`src/rtl/issue_scheduler.sv`:
```
// In-order single-issue gate between ID and EXE: per-GPR write scoreboard plus multi-cycle divider sequencer.
// issue_go is combinational in the ID cycle; stalls hold ID whenever EXE refuses, a hazard is open or the divider is taken.
module issue_scheduler #(
   parameter int DIV_LAT = 8,
   parameter int CNT_W   = 2
) (
   input  logic        clk,
   input  logic        resetn,
   input  logic        id_valid,
   input  logic        id_src1_en,
   input  logic [4:0]  id_src1_addr,
   input  logic        id_src2_en,
   input  logic [4:0]  id_src2_addr,
   input  logic        id_dst_we,
   input  logic [4:0]  id_dst_addr,
   input  logic        id_is_div,
   input  logic        exe_allowin,
   input  logic        byp0_valid,
   input  logic [4:0]  byp0_addr,
   input  logic        byp1_valid,
   input  logic [4:0]  byp1_addr,
   input  logic        wb_valid,
   input  logic        wb_we,
   input  logic [4:0]  wb_addr,
   input  logic        flush,
   input  logic        div_ack,
   output logic        issue_go,
   output logic        id_stall,
   output logic        div_start,
   output logic        div_busy,
   output logic        div_done,
   output logic [31:0] sb_pending,
   output logic        sb_underflow
);

   localparam logic [CNT_W-1:0] CNT_MAX = '1;
   localparam logic [CNT_W-1:0] CNT_ONE = CNT_W'(1);

   typedef enum logic [1:0] {IDLE, BUSY, DONE} div_state_t;

   div_state_t       state;
   logic [4:0]       lat_cnt;
   logic [CNT_W-1:0] cnt [32];

   logic        wb_ret;
   logic        hit1, hit2;
   logic        src1_ok, src2_ok, dst_ok, div_ok;
   logic [31:0] inc_vec, dec_vec;

   assign wb_ret = wb_valid & wb_we;

   assign hit1 = (byp0_valid && byp0_addr == id_src1_addr) ||
                 (byp1_valid && byp1_addr == id_src1_addr) ||
                 (wb_ret     && wb_addr   == id_src1_addr);
   assign hit2 = (byp0_valid && byp0_addr == id_src2_addr) ||
                 (byp1_valid && byp1_addr == id_src2_addr) ||
                 (wb_ret     && wb_addr   == id_src2_addr);

   // With two or more writers in flight a bypass hit may belong to the older one, so only cnt==1 may forward.
   assign src1_ok = !id_src1_en || id_src1_addr == 5'd0 || cnt[id_src1_addr] == '0 ||
                    (cnt[id_src1_addr] == CNT_ONE && hit1);
   assign src2_ok = !id_src2_en || id_src2_addr == 5'd0 || cnt[id_src2_addr] == '0 ||
                    (cnt[id_src2_addr] == CNT_ONE && hit2);
   assign dst_ok  = !id_dst_we || id_dst_addr == 5'd0 || cnt[id_dst_addr] != CNT_MAX;
   assign div_ok  = !id_is_div || state == IDLE;

   assign issue_go  = resetn & id_valid & exe_allowin & ~flush &
                      src1_ok & src2_ok & dst_ok & div_ok;
   assign id_stall  = id_valid & ~issue_go;
   assign div_start = issue_go & id_is_div;
   assign div_busy  = (state != IDLE);
   assign div_done  = resetn & (state == DONE);

   assign inc_vec = (issue_go && id_dst_we) ? ((32'd1 << id_dst_addr) & ~32'd1) : 32'd0;
   assign dec_vec = wb_ret ? ((32'd1 << wb_addr) & ~32'd1) : 32'd0;

   always_comb begin
      sb_pending = '0;
      for (int r = 0; r < 32; r++) begin
         sb_pending[r] = (cnt[r] != '0);
      end
   end

   always_ff @(posedge clk) begin
      if (!resetn) begin
         for (int r = 0; r < 32; r++) begin
            cnt[r] <= '0;
         end
         state        <= IDLE;
         lat_cnt      <= '0;
         sb_underflow <= 1'b0;
      end else if (flush) begin
         for (int r = 0; r < 32; r++) begin
            cnt[r] <= '0;
         end
         state   <= IDLE;
         lat_cnt <= '0;
      end else begin
         cnt[0] <= '0;
         for (int r = 1; r < 32; r++) begin
            if (inc_vec[r] && !dec_vec[r]) begin
               cnt[r] <= cnt[r] + CNT_ONE;
            end else if (dec_vec[r] && !inc_vec[r] && cnt[r] != '0) begin
               cnt[r] <= cnt[r] - CNT_ONE;
            end
         end
         if ((dec_vec & ~sb_pending) != 32'd0) begin
            sb_underflow <= 1'b1;
         end

         case (state)
            IDLE: begin
               if (div_start) begin
                  state   <= BUSY;
                  lat_cnt <= 5'(DIV_LAT - 1);
               end
            end
            BUSY: begin
               lat_cnt <= lat_cnt - 5'd1;
               if (lat_cnt == 5'd1) begin
                  state <= DONE;
               end
            end
            DONE: begin
               if (div_ack) begin
                  state <= IDLE;
               end
            end
            default: state <= IDLE;
         endcase
      end
   end

endmodule

```
`config.mk`:
```
export PLATFORM = sky130hd
export DESIGN_NAME = issue_scheduler
export DESIGN_NICKNAME = d
export VERILOG_FILES = /design/src/rtl/issue_scheduler.sv
export SDC_FILE = /design/constraint.sdc
export NUM_CORES = 1
export LEC_CHECK = 0
export ABC_AREA = 1
export CAP_MARGIN = 20
export CORE_MARGIN = 2
export CORE_UTILIZATION = 55
export CTS_CLUSTER_DIAMETER = 200
export DETAILED_ROUTE_END_ITERATION = 7
export PLACE_DENSITY_LB_ADDON = 0.12
export SKIP_LAST_GASP = 1
export SLEW_MARGIN = 20
export SYNTH_ARGS = -nofsm -noshare
export SYNTH_HDL_FRONTEND = slang
export SYNTH_SLANG_ARGS = --single-unit
```
`constraint.sdc`:
```
create_clock -name clk -period 3.9 [get_ports clk]
set_clock_uncertainty 0.2 [all_clocks]
set_input_delay 0.585 -clock clk [delete_from_list [all_inputs] [get_ports clk]]
set_output_delay 0.585 -clock clk [all_outputs]
set_load 0.02 [all_outputs]
```
==> results, run 1 <==
- Data arrives at the worst endpoint at roughly 2900 ps.
- The count of nets left with antenna violations after detail routing is 0.
- In this run the tool buffered the top-level ports with 80 buffer cells.
- The cell area after technology mapping is 7640 µm².
- The worst hold path terminates at sb_underflow.
- The top fanout value on the critical path is 6.
- The largest single stage delay on the critical path is roughly 520 ps.
- The routed design has 29.3 mm of wire.
- The highest ir drop seen on vdd is 0.000258 V.
- Clock tree synthesis found a total of 70 sinks.
- The worst hold path passes through 2 cells.
- After the last flow step, the layout net total stands at 1499.
- The critical path goes through clkdlybuf4s50_1 -> buf_4 -> nor2_1 -> buf_4 -> a21oi_1 -> nand3_1 -> nand3_1 -> nand3_1 -> nand2_1 -> nand2_1 -> nand2_1 -> nand2_1 -> nor2_4 -> buf_4 -> clkdlybuf4s15_1.
- The leakage dissipation is ~0.0046 µW.
- The normalized max-slew margin is 0.525.
- The clock transition at the registers of the reported paths is 60 ps.
- The startpoint identified for the worst register-to-register timing path is cnt[15][0].
- The top cell types in the final layout, fill and taps aside, are 385 x nand2_1, 188 x inv_1, 169 x nand3_1.
- After detailed routing, the number of vias per cell comes to 5.85.
- For this run, the register share of the synthesized area comes to 0.265.
- The aggregate global-route resource usage is 0.394.
- Max-cap violations in this run came to 0.
- The cell repeated most along the worst path is nand2_1.
- In this run, distinct cell masters in the synthesized netlist total 36.
- The pin slew with the least headroom to its limit is 708 ps.
- The pin count of the biggest net entering global routing is 51.
- TritonCTS built the clock tree.
- The final number of max-transition violations is 0.
- The number of buffers on the longest clock path is 2.
- Synthesis produced a netlist whose cell count is roughly 1300.
- Counting the buffers created by CTS gives 9.
- The multiplexer area fraction after synthesis is 0.0105.
- The die is 122 µm tall.
- In the final layout, the share of cells above drive strength 1 is 0.0874.
- For this run, the number of Yosys warnings is 0.
- In the final routed layout, each cell accounts on average for 18.1 µm.
- In this run the power density over the cells is 255 nW/µm².
- The endpoint of the worst register-to-register path is cnt[24][1].
- 82 I/O pins were placed.
- Setup slack closes at 192 ps.
- Of all flip-flops after synthesis, the portion carrying an async set or reset was 0.
- The hold violation total from the final report came to 0.
- The fraction of the mapped netlist area in simple logic gates is 0.467.
- The register-to-register setup slack is 740 ps.
- The average instance area after synthesis is 5.85 µm².
- Of the total synthesized cell area, the portion taken by XOR and XNOR cells is 0.00573.
- The share of Yosys cell area claimed by the top area cell type is 0.244.
- The overall overflow remaining after global route is 0.
- The largest family of logic cells by synthesized area is simple AND/OR/NAND/NOR gates.
- From left edge to right edge, the die measures 122 µm.
- After layout, the minimum clock period comes to 3710 ps.
- The synthesized design contains 70 register bits.
- Of the total synthesized cell area, the portion taken by full adders, half adders and majority gates is 0.0311.
- The flow ran to the end, and the final reports show no timing, DRC or antenna violations.
- The final antenna diode count is 0.
- The type of element launching the critical path is an input pin.
- After legalization and detailed placement, the total HPWL measured between 20 and 25 mm.
- The net count after synthesis is 1370.
- The floorplan step defined a die boundary enclosing 14900 µm².
- The number of enable-type register cells in the synthesized netlist is between 60 and 70.
- The post-synthesis cell type with the largest combined area is edfxtp_1.
- The achievable clock frequency is 270 MHz.
- The path category of the worst min-delay check is reg -> reg.
- For this block, the initial DRC count from the detailed router was between 1000 and 1500.
- The worst setup path is captured at a primary output.
- The overall power of the completed layout is 2430 µW.
- In this run the standard cell core region covers 13700 µm².
- The area of all sequential standard cells is ~2000 µm².
- Clock tree synthesis selected as its root buffer the cell clkbuf_16.
- Relative to the synthesized area, the layout overhead comes to 24.6%.
- After synthesis, the cell types taking the most area are edfxtp_1 24%, nand2_1 19%, nand3_1 11%, inv_1 9.3%, nor2_1 8.2%.
- Of the available clock period, the critical path in the final layout requires 0.951.
- At the end of routability-driven placement, the weighted congestion stood at 1.04.
- Setup violations remaining at the end of the flow were counted as 0.
- The number of global-route vias before repair came to 8335.
- The worst-skew pair later-pin latency is between 300 and 400 ps.
- The first global-routing pass estimated between 40 and 50 mm of wire.
- The number of design rule violations left after detail routing is 0.
- The vias after detailed routing is 9483.
- Setup repair after global routing left no endpoint under its margin.
- For this design, the slowest cell found on the critical path is clkdlybuf4s50_1.
- The most common cell after layout, fill and taps aside is nand2_1.
- The first-pass iteration count of the detailed router is 6.
- The launch point of the worst hold path is sb_underflow.
- After floorplanning, the core was divided into 43 placement rows.
- The worst setup slack before clock tree synthesis is -81.8 ps.
- The complex-gate fraction of the synthesized area is 0.0889.
- The dominant register cell in the synthesized netlist is edfxtp_1.
- The critical path class is in -> out.
- For the worst flop-to-flop path, the logic depth is 20.
- The initial antenna violation count was 0.
- The depth of the CTS H-tree is 3.
- The data required time at the worst endpoint is 3120 ps.
- After filler insertion, the fill cell instance count of the layout stands at approximately 1200.
- The setup total negative slack is 0 ps.
- The initial utilization of the core area, before any placement, comes to 0.557.
- The multi-input combinational cells in the finished layout cover a total of 4620 µm².
[critical path, delay by kind of cell]
kind | cells | cell delay, ps
buf+inv | 5 | 1320
simple gates | 9 | 880
compound gates | 1 | 120
[worst max path at each step]
stage / from / to / cells past startpoint
2_1_floorplan: id_src1_addr[0] / id_stall / 14
3_3_place_gp: id_src1_addr[0] / id_stall / 16
3_5_place_dp: id_src1_addr[1] / issue_go / 15
4_1_cts: id_src1_addr[0] / div_start / 16
5_1_grt: id_src1_addr[0] / issue_go / 15
6_report: id_src1_addr[0] / issue_go / 15
[cell usage after synthesis (9+ instances only)]
| cell | count |
|---|---|
| nand2_1 | 385 |
| inv_1 | 189 |
| nand3_1 | 169 |
| nor2_1 | 167 |
| edfxtp_1 | 62 |
| a21oi_1 | 58 |
| nor3_1 | 49 |
| nand4_1 | 39 |
| o21ai_0 | 35 |
| clkbuf_1 | 27 |
| ha_1 | 19 |
| buf_2 | 15 |
| o211ai_1 | 13 |
| nor4_1 | 9 |
[metal layers]
layer	GRT usage	wire (µm)	up-vias
met5	0	0	-
met4	0.177	1320	0
met3	0.0857	3570	105
met2	0.602	12800	616
met1	0.535	11600	4238
li1	-	-	4524
[cell families (layout without fill, tap and decap cells)]
group,Yosys count,after routing
simple gates,832,832
buf+inv,250,384
compound gates,122,122
flops,70,70
fa+ha+maj,19,19
mux,8,8
xor+xnor,5,5
other cells,1,1
[final cells by class]
cell class / instances / area share
clock inverter: 4 / 0.00342
tap: 180 / 0.0237
clock buffer: 12 / 0.0304
sequential: 70 / 0.212
inverter: 195 / 0.0769
multi-input combinational: 987 / 0.486
timing repair buffer: 173 / 0.168
[timing repair]
item,4_1_cts,5_1_grt
setup buffers,0,0
hold buffers,0,0
gates cloned,0,0
gates resized for setup,4,4
pin swaps,0,0
endpoints found under the setup margin,3,3
[report_power, final]
group	switching, µW	internal (µW)	total (µW)
registers	42.1	845	887
logic	399	251	650
clock network	362	531	893
[metrics by stage]
stage / instance area [µm²] / cells / utilization / hold slack (ps)
2_1_floorplan: 7640 / 1307 / - / 253
4_1_cts: 9520 / 1621 / 0.694 / 268
3_3_place_gp: 9200 / 1605 / 0.671 / 230
6_report: 9520 / 1621 / 0.694 / 260
3_5_place_dp: 9200 / 1605 / 0.671 / 254
5_1_grt: 9520 / 1621 / 0.694 / 288
[state kept, by name (all words and copies together) (netlist names)]
| name | flops |
|---|---|
| lat_cnt | 5 |
| sb_underflow | 1 |
| state | 2 |
| cnt | 62 |
Power figures use the tool's default switching activity.
==> run 2: changes to the inputs <==
--- a/config.mk
+++ b/config.mk
@@ -6,7 +6,7 @@
 export NUM_CORES = 1
 export LEC_CHECK = 0
 export ABC_AREA = 1
-export CAP_MARGIN = 20
+export CAP_MARGIN = 10
 export CORE_MARGIN = 2
 export CORE_UTILIZATION = 55
 export CTS_CLUSTER_DIAMETER = 200
==> results of run 2 <==
The final DEF is identical to that of run 1; final timing and power are the same.
==> run 3: changes to the inputs <==
==> constraint.sdc (replaced) <==
create_clock -name clk -period 3.5 [get_ports clk]
set_clock_uncertainty 0.2 [all_clocks]
set_input_delay 0.525 -clock clk [delete_from_list [all_inputs] [get_ports clk]]
set_output_delay 0.525 -clock clk [all_outputs]
set_load 0.02 [all_outputs]
==> run 3 against run 2 <==
  * Utilization grew 2.6 points
  * Die area is the same
  * Worst hold slack lost 3.2 ps
  * Sequential share of layout area shrank 0.75 points
  * Sequential cell count is the same
  * Count of clock-buffer cells in the layout shrank 1
  * Final cell count grew 2.3%
  * Clock power grew 4.0%
  * Global-route usage grew 1.2 points
  * Combinational power grew 17%
  * First-iteration DRC count shrank 8.3%
  * Largest power group is now sequential cells
==> results, run 3 (synthesized netlist as in run 1, its figures left out) <==
- The path category of the worst min-delay check is reg -> reg.
- After detailed routing, the met2 layer carries approximately 13 mm of wire.
- The count of nets left with antenna violations after detail routing is 0.
- The total number of nets in the final design is about 1500.
- For the pin with the worst max-slew slack, the measured transition is 688 ps.
- Entering global routing, the biggest net connects 47 pins.
- The worst register-to-register path ends at cnt[12][0].
- For this design, the sink count on the clock tree is 70.
- In this run, placement finished with an instance count of ~1600.
- At the worst endpoint, the required time is between 2000 and 3000 ps.
- TritonCTS built the clock tree.
- The total overflow left after global routing is 0.
- The leakage dissipation is 0.00479 µW.
- The hold violation total from the final report is 0.
- After filler insertion, the fill cell instance count of the layout stands at 1196.
- Dividing the detail-routed via count by the number of cells gives 5.84.
- Walking the worst path, the cells encountered are clkdlybuf4s50_1 -> buf_4 -> buf_4 -> nand3_1 -> nand3_1 -> nand3_1 -> nand2_1 -> nand2_1 -> nand2_1 -> nand2_2 -> nor2_4 -> buf_6 -> clkdlybuf4s15_2.
- The number of global-route vias before repair came to 8686.
- Clock tree synthesis inserted a total of 9 buffers.
- The number of buffer cells added on primary ports is 80.
- The vertical die dimension is between 100 and 150 µm.
- Leaving out fill and tap cells, the most frequent cell in the layout is nand2_1.
- The final setup slack of the worst path is 109 ps.
- Summing internal, switching and leakage power gives 2680 µW.
- The power per standard cell area is 272 nW/µm².
- The final routed wire length divided by cell count is 18.3 µm.
- The terminating pin of the worst hold path is sb_underflow.
- The clock passes through at most 2 buffers.
- The number of max-capacitance violations reported is 0.
- In this run the number of H-tree levels came out at 3.
- In the final layout, the share of cells above drive strength 1 is 0.116.
- The signal arrival time at the worst endpoint is 2670 ps.
- Compared with the post-synthesis result, the final layout area differs by 29.2%.
- The initial core utilization is 0.557.
- The first-pass iteration count of the detailed router is 6.
- Among all stages on the critical path, the largest delay is contributed by clkdlybuf4s50_1.
- The source of the critical timing path is id_src2_addr[2].
- STA classifies the critical path startpoint as an input pin.
- Leaving out filler cells and counting taps, the final layout contains 1659.
- The met1 wire length is 11.9 mm.
- The top cell types in the final layout, fill and taps aside, are 384 x nand2_1, 189 x inv_1, 169 x nand3_1.
- The critical path class is in -> out.
- The root buffer selected by CTS is clkbuf_16.
- Setup repair after global routing left no endpoint under its margin.
- Routed signal wires occupy layers up through met4.
- The floorplan step defined a die boundary enclosing 14900 µm².
- STA classifies the critical path endpoint as a primary output.
- 82 I/O pins were placed.
- Detailed routing inserted a total of a little under 10000 vias.
- The number of design rule violations left after detail routing is 0.
- The floorplan step defined a core boundary enclosing around 14000 µm².
- The run finished with clean final reports.
- The final weighted congestion in routability-driven placement is 1.01.
- 0 antenna diodes ended up in the layout.
- The top fanout value on the critical path is 5.
- The count of cells along the worst register-to-register path is 19.
- Clock latency on the worst-skew pair, taken at its later pin, is 350 ps.
- Setup violations remaining at the end of the flow were counted as 0.
- The die is 122 µm wide.
- The sum of met3 wire segment lengths after detailed routing is 3.65 mm.
- Of the available clock period, the critical path in the final layout requires 0.969.
- The startpoint identified for the worst hold timing path is sb_underflow.
- The final number of max-transition violations is 0.
- The highest ir drop seen on vdd is 0.000276 V.
- The critical register-to-register path startpoint is cnt[14][1].
- The initial antenna violation count was 0.
- The count of hold buffers inserted by post-cts repair is 0.
- The register with the most flip-flops is cnt.
- The biggest cell delay along the critical path is 650 ps.
- The hold path depth is 2.
- The register-to-register setup slack is 500 ps.
- The post-detailed-placement half-perimeter wirelength is about 24 mm.
- The number of design-rule violations left by the first detailed-router iteration is 1266.
- The wire length of the first global-routing pass is around 46 mm.
- The minimum clock period is between 3000 and 4000 ps.
- The number of flip-flops under the largest register name is 62.
- The achievable clock frequency is between 200 and 300 MHz.
- The final wirelength is 30.3 mm.
- The setup total negative slack is 0 ps.
- At the placement stage, the worst setup path has a slack of -476 ps.
- The normalized max-slew margin is 0.538.
- The fraction of the core area covered by cells at the end of the flow is 0.719.
- The largest registers in the layout are cnt x62, lat_cnt x5, state x2.
- After clock tree synthesis, the clock-pin slew on the worst setup and hold paths is 60 ps.
- Across every metal layer, demand over resource in global routing totals 0.406.
- The standard-cell row count is 43.
[run 3: cell count changes in the layout (fill, tap and decap cells not counted), sizes merged, moves of 2 or more]
cell,before,now
buf,93,131
clkdlybuf4s50,76,71
inv,193,196
clkinv,6,4
dlygate4sd2,1,3
dlymetal6s2s,1,3
[run 3: cell type report]
cell class	count	area [µm²]	share of cell area
Clock inverter	5	37.5	0.00380
Tap cell	180	225	0.0228
Inverter	195	732	0.0742
Sequential cell	70	2020	0.205
Clock buffer	11	253	0.0256
Multi-Input combinational cell	987	4650	0.471
Timing Repair Buffer	211	1950	0.198
[run 3: worst max path at each step]
stage,endpoint,slack [ps],depth (start not counted)
after global routing,div_start,10,15
after CTS,id_stall,-7,17
after global placement,issue_go,-430,13
after floorplan,id_stall,660,14
after detailed placement,issue_go,-480,15
final,issue_go,110,13
[run 3: through the flow]
step,hold slack (ps),cell area (µm²)
2_1_floorplan,253,7640
3_3_place_gp,242,9480
3_5_place_dp,240,9480
4_1_cts,253,9830
5_1_grt,285,9870
6_report,257,9870
[run 3: critical path: cells and delay by family]
kind | cells | cell delay (ps)
and+or+nand+nor | 8 | 760
buffers and inverters | 5 | 1370
[run 3: metal layers]
layer,track usage,vias up
li1,-,4595
met1,0.552,4303
met3,0.0684,118
met5,0,-
met2,0.626,665
met4,0.203,0
[run 3: power by group]
group          leakage, µW  total, µW  internal, µW  switching, µW
clock network     0.000147        929           525            404
logic              0.00389        762           306            455
registers         0.000755        990           941           48.5
total              0.00479       2680          1770            908
[run 3: repair_timing]
item	4_1_cts	5_1_grt
endpoints found under the hold margin	0	0
resized for setup	17	11
pin swaps	2	1
gates cloned	0	1
buffers inserted	4	0
endpoints found under the setup margin	7	59
